<file path="config.mk">
export PLATFORM = sky130hd
export DESIGN_NAME = mc_rsp_pack
export DESIGN_NICKNAME = d
export VERILOG_FILES = /design/src/rtl/mc_rsp_pack_pkg.sv /design/src/rtl/mc_rsp_pack_fifo.sv /design/src/rtl/mc_rsp_pack.sv
export SDC_FILE = /design/constraint.sdc
export NUM_CORES = 1
export LEC_CHECK = 0
export ABC_AREA = 1
export BUFFER_PORTS_ARGS = -buffer_cell sky130_fd_sc_hd__buf_2
export CELL_PAD_IN_SITES_DETAIL_PLACEMENT = 1
export CELL_PAD_IN_SITES_GLOBAL_PLACEMENT = 1
export CORE_ASPECT_RATIO = 1.5
export CORE_MARGIN = 2
export CORE_UTILIZATION = 54
export DETAILED_ROUTE_END_ITERATION = 10
export PLACE_DENSITY = 0.85
export SLEW_MARGIN = 10
export SYNTH_ARGS = -nofsm -noshare
export SYNTH_HDL_FRONTEND = slang
export SYNTH_SLANG_ARGS = --single-unit
</file>
<file path="constraint.sdc">
create_clock -name clk -period 10 [get_ports clk]
set_input_delay 1 -clock clk [delete_from_list [all_inputs] [get_ports clk]]
set_output_delay 1 -clock clk [all_outputs]
set_load 0.005 [all_outputs]
</file>
<file path="src/rtl/mc_rsp_pack_pkg.sv">
// Shared packet layout, message types and FSM state type for the MC read-response packer.
package mc_rsp_pack_pkg;

  // NoC packet width used when the top is not given an explicit width.
  localparam int IO_WIDTH         = 80;

  // Packet field layout, LSB first.
  localparam int NODE_W           = 4;
  localparam int PKT_TYPE_LSB     = 0;
  localparam int PKT_TYPE_W       = 4;
  localparam int SENDOKBIT_OFFSET = 4;
  localparam int PKT_SRC_LSB      = 5;
  localparam int PKT_DST_LSB      = 9;
  localparam int PKT_ADDR_LSB     = 13;
  localparam int PKT_ADDR_W       = 32;
  localparam int PKT_DATA_LSB     = 45;
  localparam int PKT_DATA_W       = 32;

  localparam logic [PKT_TYPE_W-1:0] TYPE_READ  = 4'h1;
  localparam logic [PKT_TYPE_W-1:0] TYPE_REPLY = 4'h2;

  typedef enum logic {
    ST_IDLE = 1'b0,
    ST_HOLD = 1'b1
  } rsp_state_e;

endpackage

</file>
<file path="src/rtl/mc_rsp_pack_fifo.sv">
// Single-clock FIFO with first-word-fall-through read data and a registered occupancy count.
// A push into a full FIFO is accepted only when a pop happens in the same cycle; otherwise
// it is dropped and reported on the ovf strobe.
module mc_sync_fifo #(
  parameter int WIDTH = 32,
  parameter int DEPTH = 16
) (
  input  logic                     clk,
  input  logic                     rst_n,
  input  logic                     push,
  input  logic [WIDTH-1:0]         push_data,
  input  logic                     pop,
  output logic [WIDTH-1:0]         pop_data,
  output logic                     full,
  output logic                     empty,
  output logic [$clog2(DEPTH):0]   count,
  output logic                     ovf
);

  localparam int PTR_W = $clog2(DEPTH);
  localparam int CNT_W = PTR_W + 1;

  logic [WIDTH-1:0] mem_q [DEPTH];
  logic [PTR_W-1:0] wr_ptr_q, wr_ptr_d;
  logic [PTR_W-1:0] rd_ptr_q, rd_ptr_d;
  logic [CNT_W-1:0] count_q, count_d;
  logic             push_ok;
  logic             pop_ok;

  assign full     = (count_q == CNT_W'(DEPTH));
  assign empty    = (count_q == '0);
  assign count    = count_q;
  assign pop_data = mem_q[rd_ptr_q];
  assign pop_ok   = pop && !empty;
  assign push_ok  = push && (!full || pop_ok);
  assign ovf      = push && !push_ok;

  // Pointer and occupancy update; pointers wrap naturally since DEPTH is a power of two.
  always_comb begin
    wr_ptr_d = wr_ptr_q;
    rd_ptr_d = rd_ptr_q;
    count_d  = count_q;
    if (push_ok) wr_ptr_d = wr_ptr_q + PTR_W'(1);
    if (pop_ok)  rd_ptr_d = rd_ptr_q + PTR_W'(1);
    if (push_ok && !pop_ok) count_d = count_q + CNT_W'(1);
    if (pop_ok && !push_ok) count_d = count_q - CNT_W'(1);
  end

  // Control state register.
  always_ff @(posedge clk or negedge rst_n) begin
    if (!rst_n) begin
      wr_ptr_q <= '0;
      rd_ptr_q <= '0;
      count_q  <= '0;
    end else begin
      wr_ptr_q <= wr_ptr_d;
      rd_ptr_q <= rd_ptr_d;
      count_q  <= count_d;
    end
  end

  // Storage array; contents are don't-care until written, so it carries no reset.
  always_ff @(posedge clk) begin
    if (push_ok) mem_q[wr_ptr_q] <= push_data;
  end

endmodule

</file>
<file path="src/rtl/mc_rsp_pack.sv">
// Read-response packer: pairs queued read headers with returned read words in issue order
// and emits one reply packet per read toward the NoC injection port.
//
// state   | meaning
// --------+--------------------------------------------------
// ST_IDLE | output register empty, pkt_out_valid low
// ST_HOLD | reply held on pkt_out, waiting for pkt_out_ready
module mc_rsp_pack
  import mc_rsp_pack_pkg::*;
#(
  parameter int FIFO_DATA_WIDTH = IO_WIDTH,
  parameter int MC_NODE_ID      = 0,
  parameter int DEPTH           = 16
) (
  input  logic                       clk,
  input  logic                       rst_n,
  input  logic [FIFO_DATA_WIDTH-1:0] out_addr_data,
  input  logic                       out_addr_valid,
  input  logic                       rd_data_valid,
  input  logic [31:0]                rd_data_fifo_out,
  output logic [FIFO_DATA_WIDTH-1:0] pkt_out,
  output logic                       pkt_out_valid,
  input  logic                       pkt_out_ready,
  output logic [$clog2(DEPTH):0]     hdr_level,
  output logic [31:0]                rsp_count,
  output logic                       ovf_err
);

  rsp_state_e                 state_q, state_d;
  logic [FIFO_DATA_WIDTH-1:0] pkt_q, pkt_d;
  logic [31:0]                rsp_count_q, rsp_count_d;
  logic                       ovf_q, ovf_d;

  logic [FIFO_DATA_WIDTH-1:0] hdr_data;
  logic                       hdr_full, hdr_empty, hdr_ovf;
  logic [31:0]                dat_word;
  logic                       dat_full, dat_empty, dat_ovf;
  logic [$clog2(DEPTH):0]     dat_level_unused;
  logic                       pack;
  logic                       accept;
  logic [FIFO_DATA_WIDTH-1:0] reply;

  // The output register counts as free when it is empty or being drained this cycle.
  assign accept = (state_q == ST_HOLD) && pkt_out_ready;
  assign pack   = !hdr_empty && !dat_empty && ((state_q == ST_IDLE) || pkt_out_ready);

  mc_sync_fifo #(
    .WIDTH (FIFO_DATA_WIDTH),
    .DEPTH (DEPTH)
  ) u_hdr_fifo (
    .clk       (clk),
    .rst_n     (rst_n),
    .push      (out_addr_valid),
    .push_data (out_addr_data),
    .pop       (pack),
    .pop_data  (hdr_data),
    .full      (hdr_full),
    .empty     (hdr_empty),
    .count     (hdr_level),
    .ovf       (hdr_ovf)
  );

  mc_sync_fifo #(
    .WIDTH (32),
    .DEPTH (DEPTH)
  ) u_dat_fifo (
    .clk       (clk),
    .rst_n     (rst_n),
    .push      (rd_data_valid),
    .push_data (rd_data_fifo_out),
    .pop       (pack),
    .pop_data  (dat_word),
    .full      (dat_full),
    .empty     (dat_empty),
    .count     (dat_level_unused),
    .ovf       (dat_ovf)
  );

  // Reply assembly from the head header and head word; every bit not named here stays zero.
  always_comb begin
    reply = '0;
    reply[PKT_TYPE_LSB +: PKT_TYPE_W] = TYPE_REPLY;
    reply[SENDOKBIT_OFFSET]           = 1'b1;
    reply[PKT_DST_LSB +: NODE_W]      = hdr_data[PKT_SRC_LSB +: NODE_W];
    reply[PKT_SRC_LSB +: NODE_W]      = NODE_W'(MC_NODE_ID);
    reply[PKT_ADDR_LSB +: PKT_ADDR_W] = hdr_data[PKT_ADDR_LSB +: PKT_ADDR_W];
    reply[PKT_DATA_LSB +: PKT_DATA_W] = dat_word;
  end

  // Next-state, output-register, counter and sticky-error logic.
  always_comb begin
    state_d     = state_q;
    pkt_d       = pkt_q;
    rsp_count_d = rsp_count_q;
    ovf_d       = ovf_q | hdr_ovf | dat_ovf;
    if (accept) rsp_count_d = rsp_count_q + 32'd1;
    if (pack) begin
      state_d = ST_HOLD;
      pkt_d   = reply;
    end else if (accept) begin
      state_d = ST_IDLE;
    end
  end

  // State and output registers.
  always_ff @(posedge clk or negedge rst_n) begin
    if (!rst_n) begin
      state_q     <= ST_IDLE;
      pkt_q       <= '0;
      rsp_count_q <= '0;
      ovf_q       <= 1'b0;
    end else begin
      state_q     <= state_d;
      pkt_q       <= pkt_d;
      rsp_count_q <= rsp_count_d;
      ovf_q       <= ovf_d;
    end
  end

  assign pkt_out       = pkt_q;
  assign pkt_out_valid = (state_q == ST_HOLD);
  assign rsp_count     = rsp_count_q;
  assign ovf_err       = ovf_q;

  // Full flags only feed the overflow decision inside the FIFOs; keep them observable.
  logic full_unused;
  assign full_unused = hdr_full | dat_full;

endmodule

</file>
# ---- Word level (Yosys, flattened, before mapping)
# Memory sizes are Yosys's and may differ from the RTL's. A register that Yosys moved wholly into a read port is not among the register bits.
# Index checks and enable logic that the tools add are counted.
dict set report totals {
  ram_bits 1792
  in_bits 117
  out_inout_bits 119
  register_bits 130
  n_memories 2
  wordCells 67
}
# name words width rd rd_ports_with_merged_regs write_ports line
set mem_list {}
lappend mem_list {u_hdr_fifo.mem_q 16 80 1 1 1 mc_rsp_pack_fifo.sv:23} ;# logic [WIDTH-1:0] mem_q [DEPTH];
lappend mem_list {u_dat_fifo.mem_q 16 32 1 1 1 mc_rsp_pack_fifo.sv:23}
dict set report classes {
  eq_ne 2
  n_mux 10
  bitwise 3
  n_reduce_logical 31
  addsub 9
}
# operator count
set ops {}
lappend ops {{$add A32 B1 Y32 const B} 1}
lappend ops {{$mux W5} 4}
lappend ops {{$add A4 B1 Y4 const B} 4}
lappend ops {{$logic_and A1 B1 Y1} 13}
lappend ops {{$add A5 B1 Y5 const B} 2}
lappend ops {{$eq A5 B5 Y1 const B} 2}
lappend ops {{$logic_not A1 Y1} 10}
lappend ops {{$logic_not A5 Y1} 2}
lappend ops {{$sub A5 B1 Y5 const B} 2}
lappend ops {{$mux W1} 6}
lappend ops {{$reduce_bool A2 Y1} 3}
lappend ops {{$logic_or A1 B1 Y1} 3}
lappend ops {{$or A1 B1 Y1} 2}
lappend ops {{$not A1 Y1} 1}

# ---- Logic depth before layout (Yosys ltp)
# Gate-level depths: netlist (run 1).
dict set report depth {
  ltp_word 11
  depth_mapped 15
  depth_no_buf 14
}

# ---- By module
# Synthesis (run 1) repeated with hierarchy kept, for this count alone.
dict set report hier_totals {
  cells_unflattened 5932
  hier_area_um2 76367.0
}
# mod cells_each n_inst seq_area_each_um2 area_each_um2
set modules_own_cells {}
lappend modules_own_cells {{mc_sync_fifo (u_hdr_fifo)} 3817 1 38762.2 50938.9}
lappend modules_own_cells {{mc_sync_fifo (u_dat_fifo)} 1593 1 15700.1 20897.5}
lappend modules_own_cells {mc_rsp_pack 522 1 2577.5 4530.6}

# ---- Worst setup path before layout (run 1)
# No wires, ideal clock.
dict set report synth_timing {
  path_type {in2reg}
  from {in pkt_out_ready}
  to {mem u_hdr_fifo.mem_q[0][13] in the netlist's numbering, enable pin}
  required_time_ns 9.571
  path_buffers 1
  cell_stages 9
  setup_ns 0.429
  t_arrival_ns 3.253
  path_slack_ns 6.318
  cell_sequence {inv_1 nand2_1 nand3_1 buf_4 nand3_1 nand2_1 inv_2 nand2_1 nor2_1}
}
dict set report synth_between {
  elab_chain_len 7
}
# item line
set synth_rtl {}
lappend synth_rtl {{from (decl)} mc_rsp_pack.sv:23} ;# input logic pkt_out_ready,
lappend synth_rtl {{$logic_or A1 B1 Y1} mc_rsp_pack.sv:45} ;# assign pack = !hdr_empty && !dat_empty && ((state_q == ST_IDLE) || pkt_out_ready);
lappend synth_rtl {{$logic_and A1 B1 Y1} mc_rsp_pack.sv:45}
lappend synth_rtl {{$logic_and A1 B1 Y1} mc_rsp_pack_fifo.sv:34} ;# assign pop_ok = pop && !empty;
lappend synth_rtl {{$logic_or A1 B1 Y1} mc_rsp_pack_fifo.sv:35} ;# assign push_ok = push && (!full || pop_ok);
lappend synth_rtl {{$logic_and A1 B1 Y1} mc_rsp_pack_fifo.sv:35}
lappend synth_rtl {{$mux W1} mc_rsp_pack_fifo.sv:64} ;# if (push_ok) mem_q[wr_ptr_q] <= push_data;
lappend synth_rtl {{$mux W1 (implied by the code)} mc_rsp_pack_fifo.sv:64}
lappend synth_rtl {{to (decl)} mc_rsp_pack_fifo.sv:23}
# Every way passes these cells.

# ---- Worst setup path in the final report (run 1)
dict set report layout_timing {
  from {reg u_dat_fifo.count_q[0] (netlist: u_dat_fifo.count[0])}
  to {reg u_dat_fifo.count_q[4] (netlist: u_dat_fifo.count[4])}
}
dict set report layout_between {
  elab_chain_len 10
  word_cells_on_any_way 18
  cone_classes {add/sub: 2; eq/ne: 1; mux: 2; reduce/logical: 13}
}
# item line
set layout_rtl {}
lappend layout_rtl {{from (decl)} mc_rsp_pack_fifo.sv:26} ;# logic [CNT_W-1:0] count_q, count_d;
lappend layout_rtl {{from (signal assigned)} mc_rsp_pack_fifo.sv:58} ;# count_q <= count_d;
lappend layout_rtl {{$logic_not A5 Y1} mc_rsp_pack_fifo.sv:31} ;# assign empty = (count_q == '0);
lappend layout_rtl {{$logic_not A1 Y1} {mc_rsp_pack_fifo.sv:34, mc_rsp_pack.sv:45}}
lappend layout_rtl {{$logic_and A1 B1 Y1 (2 in a row)} mc_rsp_pack.sv:45}
lappend layout_rtl {{$logic_and A1 B1 Y1} mc_rsp_pack_fifo.sv:34}
lappend layout_rtl {{$logic_or A1 B1 Y1} mc_rsp_pack_fifo.sv:35}
lappend layout_rtl {{$logic_and A1 B1 Y1} mc_rsp_pack_fifo.sv:35}
lappend layout_rtl {{$logic_not A1 Y1} mc_rsp_pack_fifo.sv:46} ;# if (pop_ok && !push_ok) count_d = count_q - CNT_W'(1);
lappend layout_rtl {{$logic_and A1 B1 Y1} mc_rsp_pack_fifo.sv:46}
lappend layout_rtl {{$mux W5 / $reduce_bool A2 Y1 (equally long branches)} -}
# Parallel ways exist; a longest one is shown, timed or not. The select of a mux whose other input is x is not followed.
# A chain may end at the register's enable or synchronous reset.

==> results.cfg, run 1 <==
[yosys]
synth_fa_ha_area_share_pct = 0.512
synth-seq-cells = 1217
syn_area_um2 = 49300
synth_top_family_by_area = simple AND/OR/NAND/NOR gates
synth_compound_area_share_pct = 1.24
yosys_warnings = 0
yosys.area_share.simple_pct = 21.8
postSynthAreaPerCell_um2 = 11.8
synth-xor-area-share_pct = 0.675
async_flop_share_pct = 10.6
ys_seq_area_share_pct = 72.8
ys.flop_type = edfxtp_1
synth_mux_area_share_pct = 0
ys_types = 34
syn_inst = 4190
synth-edff-count = 1088

[floorplanning]
die_y_um = 374
rows = 135
core_um2 = 90400
io_pins = 236
die-area_um2 = 93800
start_util_pct = 54.6
die_x_um = 251

[cells_and_area]
instances_no_fill = 5565
final_cell_mix = nand2_1, edfxtp_1, nand3_1
finalInstanceArea_um2 = 54900
register_area_um2 = 35900
layout_commonest_cell = nand2_1
nFillCells = 9043
drive_gt1_share_pct = 11.0
area_growth_pct = 11.2
fin_util_pct = 60.7
multi_input_area_um2 = 12200
nets = 4434

[status]
status = finished, final reports clean

[detailed_routing]
vias = 33800
dr.first_iter.drc_count = 3129
via_per_inst = 6.08
wl_um = 144000
drt_pass1_iterations = 5
avgRoutedWirePerCell_um = 26.0
antenna_left = 0
drc = 0

[timing]
drv_slew = 0
fmax_mhz = 228
rsz0062_at_grt = no
worst_pin_slew_ns = 1.18
setup_viol = 0
relSlewSlack_pct = 20.9
period_share_pct = 43.9
skew_ns = 0.0278
final.setup.tns_ns = 0
finalHoldViolations = 0
period_minus_slack_ns = 4.39

[place]
dpl_cell_area_um2 = 51200
dp.cells = 5351
gp_congestion = 0.766
io_buffers = 181
hpwl_um = 75700

[setup_path]
worstPathArrival_ns = 4.99
crit_fanout = 85
path_class = register to register
worstSetupEndpointType = register
cp.required_ns = 10.59
critPathLaunchType = register

[pwr]
p_leak_nw = 20.5
ir_drop_mv = 0.262
p_per_area_nw_per_um2 = 296

[clock_tree]
cts_tree = done
cts_buffers = 109
clkTransAtPathRegs_ns = 0.06
worstSkewPairLatency_ns = 0.72
cts_setup_buffers = 0
ctsResizeCount = 0
cts_hold_buf = 0
clockRootBuffer = clkbuf_16
h-tree-depth = 3
cts.sinks = 1217
cts_buffer_depth = 3

[global_routing]
antenna_found_initial = 18
grt_usage_pct = 31.0
overflow = 0
grt_pass1_vias = 36700
grt_max_degree = 132
grt_pass1_wl_um = 219000

[run]
max-cap-violations = 0

[min_path]
min_path_type = input pin to async pin
## path summary, 6_finish.rpt
path | start | depth (start not counted) | endpoint | slack, ns
max in group asynchronous | rst_n | 2 | u_dat_fifo.rd_ptr_q[0]$_DFFE_PN0N_ | 8.01
worst min-delay path | rst_n | 1 | rsp_count[20]$_DFFE_PN0P_ | 0.45
worst min register to register | pkt_out[10]$_DFFE_PN0N_ | 1 | pkt_out[10]$_DFFE_PN0N_ | 0.48
worst max-delay path | u_dat_fifo.count[0]$_DFFE_PN0P_ | 14 | u_dat_fifo.count[4]$_DFFE_PN0P_ | 5.61
worst max register to register | u_dat_fifo.count[0]$_DFFE_PN0P_ | 14 | u_dat_fifo.count[4]$_DFFE_PN0P_ | 5.61
min in group clk | pkt_out[10]$_DFFE_PN0N_ | 1 | pkt_out[10]$_DFFE_PN0N_ | 0.48
## worst max-delay path, stage by stage, from the launching register on
cell	delay (ns)
dfrtp_1	0.45
nor2_1	0.12
nand3_1	0.10
nand3_1	0.44
inv_6	0.85
buf_4	0.88
nand2_1	0.25
inv_1	0.22
ha_1	0.30
a21oi_1	0.22
o211ai_1	0.15
nand2_1	0.13
nand2_1	0.05
nand2_1	0.05
inv_1	0.04
## metal layers
| layer | GRT usage (%) | share of wire (%) | up-vias |
|---|---|---|---|
| li1 | - | - | 14800 |
| met1 | 35.7 | 36 | 17100 |
| met2 | 56.1 | 53 | 1479 |
| met3 | 4.40 | 6.3 | 424 |
| met4 | 15.7 | 4.4 | 14 |
| met5 | 0 | 0.062 | - |
## Yosys cell counts (2+ instances only)
cell         n  share of area, %
fa_1         2             0.081
nand2_2      6             0.076
o211ai_1     3             0.046
nand3_1    915               9.3
xnor2_1      9              0.16
a21oi_1      7             0.071
nor3_1       6             0.061
nor2_4       6              0.14
nor4_1       2             0.025
buf_4       36              0.55
edfxtp_1  1088                66
nand4_1      8              0.10
o21ai_0      9             0.091
nor2_1      65              0.49
clkbuf_1    69              0.53
buf_2      118               1.2
o21a_1      68               1.0
xor2_1      29              0.52
dfrtp_1    129               6.5
inv_1       48              0.37
buf_1       27              0.21
ha_1        17              0.43
inv_2        9             0.068
nand2_1   1499                11
nand3b_1     6             0.091
## where the power goes
part	internal (mW)	switching (mW)	total, mW
logic	1.50	3.85	5.35
registers	6.19	0.414	6.60
clock network	2.40	1.88	4.28
## sequential cells by signal, indices dropped and copies added (netlist names)
name                 count
pkt_out_valid            1
pkt_out                 69
u_dat_fifo.count         5
u_dat_fifo.wr_ptr_q      4
u_hdr_fifo.mem_q       576
rsp_count               32
ovf_err                  1
u_hdr_fifo.wr_ptr_q      4
u_dat_fifo.rd_ptr_q      4
u_hdr_fifo.rd_ptr_q      4
u_hdr_fifo.count         5
u_dat_fifo.mem_q       512
## cell type report
| cell class | count | share of cell area [%] |
|---|---|---|
| clock inverters | 38 | 0.739 |
| well taps | 1164 | 2.65 |
| flip-flops and latches | 1217 | 65.5 |
| repair buffers | 238 | 2.44 |
| multi-input cells | 2674 | 22.3 |
| diodes | 9 | 0.0411 |
| clock buffers | 167 | 5.87 |
| inverters | 58 | 0.445 |
## cell families (layout without fill, tap and decap cells)
kind of cell	count (synthesis)	count (layout)
buf+inv	308	501
other cells	1	19
xor+xnor	38	38
flops	1217	1217
fa+ha+maj	19	19
simple gates	2520	2520
compound gates	87	87
## stage by stage
stage	setup slack, ns	power [mW]	hold WS [ns]
after CTS	5.58	16.3	0.453
after detailed placement	5.02	11.9	0.474
after global routing	5.14	17.0	0.501
final	5.61	16.2	0.450
after floorplan	6.32	10.1	0.487
after global placement	5.08	11.6	0.466
Power figures use the tool's default switching activity.
==> run 2: changes to the inputs <==
--- a/config.mk
+++ b/config.mk
@@ -5,7 +5,7 @@
 export SDC_FILE = /design/constraint.sdc
 export NUM_CORES = 1
 export LEC_CHECK = 0
-export ABC_AREA = 1
+export ABC_AREA = 0
 export BUFFER_PORTS_ARGS = -buffer_cell sky130_fd_sc_hd__buf_2
 export CELL_PAD_IN_SITES_DETAIL_PLACEMENT = 1
 export CELL_PAD_IN_SITES_GLOBAL_PLACEMENT = 1
@@ -13,7 +13,7 @@
 export CORE_MARGIN = 2
 export CORE_UTILIZATION = 54
 export DETAILED_ROUTE_END_ITERATION = 10
-export PLACE_DENSITY = 0.85
+export PLACE_DENSITY = 0.79
 export SLEW_MARGIN = 10
 export SYNTH_ARGS = -nofsm -noshare
 export SYNTH_HDL_FRONTEND = slang
==> constraint.sdc (replaced) <==
create_clock -name clk -period 4.6 [get_ports clk]
set_input_delay 0.46 -clock clk [delete_from_list [all_inputs] [get_ports clk]]
set_output_delay 0.46 -clock clk [all_outputs]
set_load 0.005 [all_outputs]
==> run 2 against run 1 <==
Compared with the run above: clock power grew 120%; routed wire length shrank 20%; non-clock buffer count grew 2; flip-flop and latch count is the same; die area shrank 5.3%; synthesized area shrank 5.4%; combinational power grew 59%; maximum frequency grew 19%; synthesized cell count shrank 49%; global-route usage shrank 4.3 points; sequential power grew 120%; critical path type unchanged.
==> results.cfg, run 2 <==
[yosys]
ys_seq_area_share_pct = 77.0
async_flop_share_pct = 10.6
synth_compound_area_share_pct = 1.67
ys_types = 52
yosys-top-cells-count = edfxtp_1, mux4_2, mux2i_1
synth_top_area_cell = edfxtp_1
postSynthAreaPerCell_um2 = 21.8
synth_fa_ha_area_share_pct = 0.542
synth_top_family_by_area = multiplexers
synth.area.top_cells = edfxtp_1, mux4_2, dfrtp_1
ys.flop_type = edfxtp_1
yosys.area_share.simple_pct = 2.23
netlist.area_leader.share_pct = 70.0
yosysMostFrequentCell = edfxtp_1
yosys_warnings = 0
synth-xor-area-share_pct = 0.920
syn_area_um2 = 46600
syn_inst = 2137
synth_mux_area_share_pct = 16.2
synth-seq-cells = 1217
synth-edff-count = 1088

[cells_and_area]
drive_gt1_share_pct = 29.9
nets = 2515
area_growth_pct = 13.9
layout_commonest_cell = edfxtp_1
largest_register_ffs = 576
final_cell_mix = edfxtp_1, mux4_2, buf_2
finalInstanceArea_um2 = 53100
top_register = u_hdr_fifo.mem_q

[pwr]
switching_power_mw = 9.85
p_clk_share_pct = 29.0
p_per_area_nw_per_um2 = 618
power.share.combinational_pct = 25.9
p_int_mw = 23.0
pwr-share-seq_pct = 45.2
switching_share_pct = 30.0
p_leak_nw = 17.9
ir_drop_mv = 0.575

[global_routing]
grt_usage_pct = 26.7
grt_max_degree = 77
antenna_found_initial = 9
overflow = 0
grt_pass1_vias = 25100
grt_pass1_wl_um = 171000

[floorplanning]
start_util_pct = 54.2
core_um2 = 86000
die_x_um = 244
die_y_um = 364
die-area_um2 = 88800
rows = 132
io_pins = 236

[timing]
worst_pin_slew_ns = 1.19
final.setup.tns_ns = 0
period_share_pct = 80.0
setup_viol = 0
fmax_mhz = 272
hold_ws_ns = 0.107
relSlewSlack_pct = 20.9
skew_ns = 0.0196
rsz0062_at_grt = no
finalHoldViolations = 0
drv_slew = 0
period_minus_slack_ns = 3.68

[clock_tree]
h-tree-depth = 3
worstSkewPairLatency_ns = 0.70
clockRootBuffer = clkbuf_16
cts_buffers = 108
clkTransAtPathRegs_ns = 0.06
cts_tree = done
cts_buffer_depth = 3
cts.sinks = 1217

[run]
max-cap-violations = 0

[detailed_routing]
antenna_left = 0
avgRoutedWirePerCell_um = 32.1
wl_um = 116000
drc = 0
dr.first_iter.drc_count = 1892
via_per_inst = 6.27
drt_pass1_iterations = 5
vias = 22700

[place]
gp_congestion = 0.763
dpl_cell_area_um2 = 49400
io_buffers = 181
hpwl_um = 64400

[setup_path]
cp-startpoint = u_hdr_fifo.count[1]$_DFFE_PN0P_
critPathLaunchType = register
cp.required_ns = 5.16
worstSetupEndpointType = register
crit_fanout = 31
worstReg2RegStart = u_hdr_fifo.count[1]$_DFFE_PN0P_
worstPathArrival_ns = 4.24
path_class = register to register

[min_path]
min_path_type = input pin to register
holdCritStartpoint = pkt_out_ready

[status]
status = finished, final reports clean
[run 2: cell families after synthesis]
logic type	count (synthesis)
buffers and inverters	124
DFF	1217
adders and majority gates	19
other	1
and+or+nand+nor	221
xor gates and xnor gates	49
muxes	415
AOI/OAI and AO/OA	91
[run 2: repair_timing]
item	CTS	global route
endpoints found under the hold margin	60	0
buffers inserted	0	0
gates resized for setup	0	0
hold buffers	1	0
[run 2: area by class of cell]
cell class	count	area (um^2)
sequential	1217	35900
fill	7006	32900
multi-input combinational	805	10300
clock buffer	156	3110
timing repair buffer	240	1650
tap	1139	1430
clock inverter	50	629
inverter	7	26.3
antenna	5	12.5
[run 2: power groups by stage]
stage                     Sequential [mW]  Combinational [mW]  Clock (mW)
after floorplan                      14.2                6.12           0
after global placement               14.9                8.07           0
after detailed placement             15.0                8.47           0
after CTS                            14.9                8.66        9.63
after global routing                 15.0                9.07        9.97
final                                14.8                8.49        9.52
[run 2: worst paths after layout]
check,end,slack [ns],cells past startpoint
worst max-delay path,u_dat_fifo.count[4]$_DFFE_PN0P_,0.92,10
worst min-delay path,rsp_count[2]$_DFFE_PN0P_,0.11,3
worst max register to register,u_dat_fifo.count[4]$_DFFE_PN0P_,0.92,10
worst min register to register,pkt_out[44]$_DFFE_PN0N_,0.49,2
max in group asynchronous,u_dat_fifo.rd_ptr_q[3]$_DFFE_PN0N_,3.08,3
min in group asynchronous,pkt_out[73]$_DFFE_PN0N_,0.46,2
[run 2: per-stage QoR]
step / util, % / worst slack, ns / std cells / total power [mW]
floorplan: - / 0.499 / 2146 / 20.3
global placement: 57.4 / 1.03 / 3407 / 23.0
detailed placement: 57.4 / 0.993 / 3407 / 23.5
CTS: 61.7 / 0.887 / 3614 / 33.2
global route: 61.7 / 0.703 / 3615 / 34.0
finish: 61.7 / 0.919 / 3619 / 32.8
[run 2: metal layers]
layer | part of all wire [%] | GRT usage, % | vias up | wire, um
li1 | - | - | 9315 | -
met1 | 37 | 32.5 | 12300 | 42500
met2 | 55 | 48.7 | 882 | 63800
met3 | 5.7 | 3.87 | 222 | 6580
met4 | 2.7 | 9.15 | 10 | 3180
met5 | 0.057 | 0 | - | 66
[run 2: critical path, cell delays in order, from the launching register on]
cell	delay, ns
dfrtp_1	0.42
nor4_1	0.73
nand2b_1	0.33
nand2_4	0.55
nor2_1	0.22
fa_1	0.45
a21o_1	0.20
a21oi_1	0.27
nand2b_1	0.17
o21bai_1	0.11
nand3_1	0.09
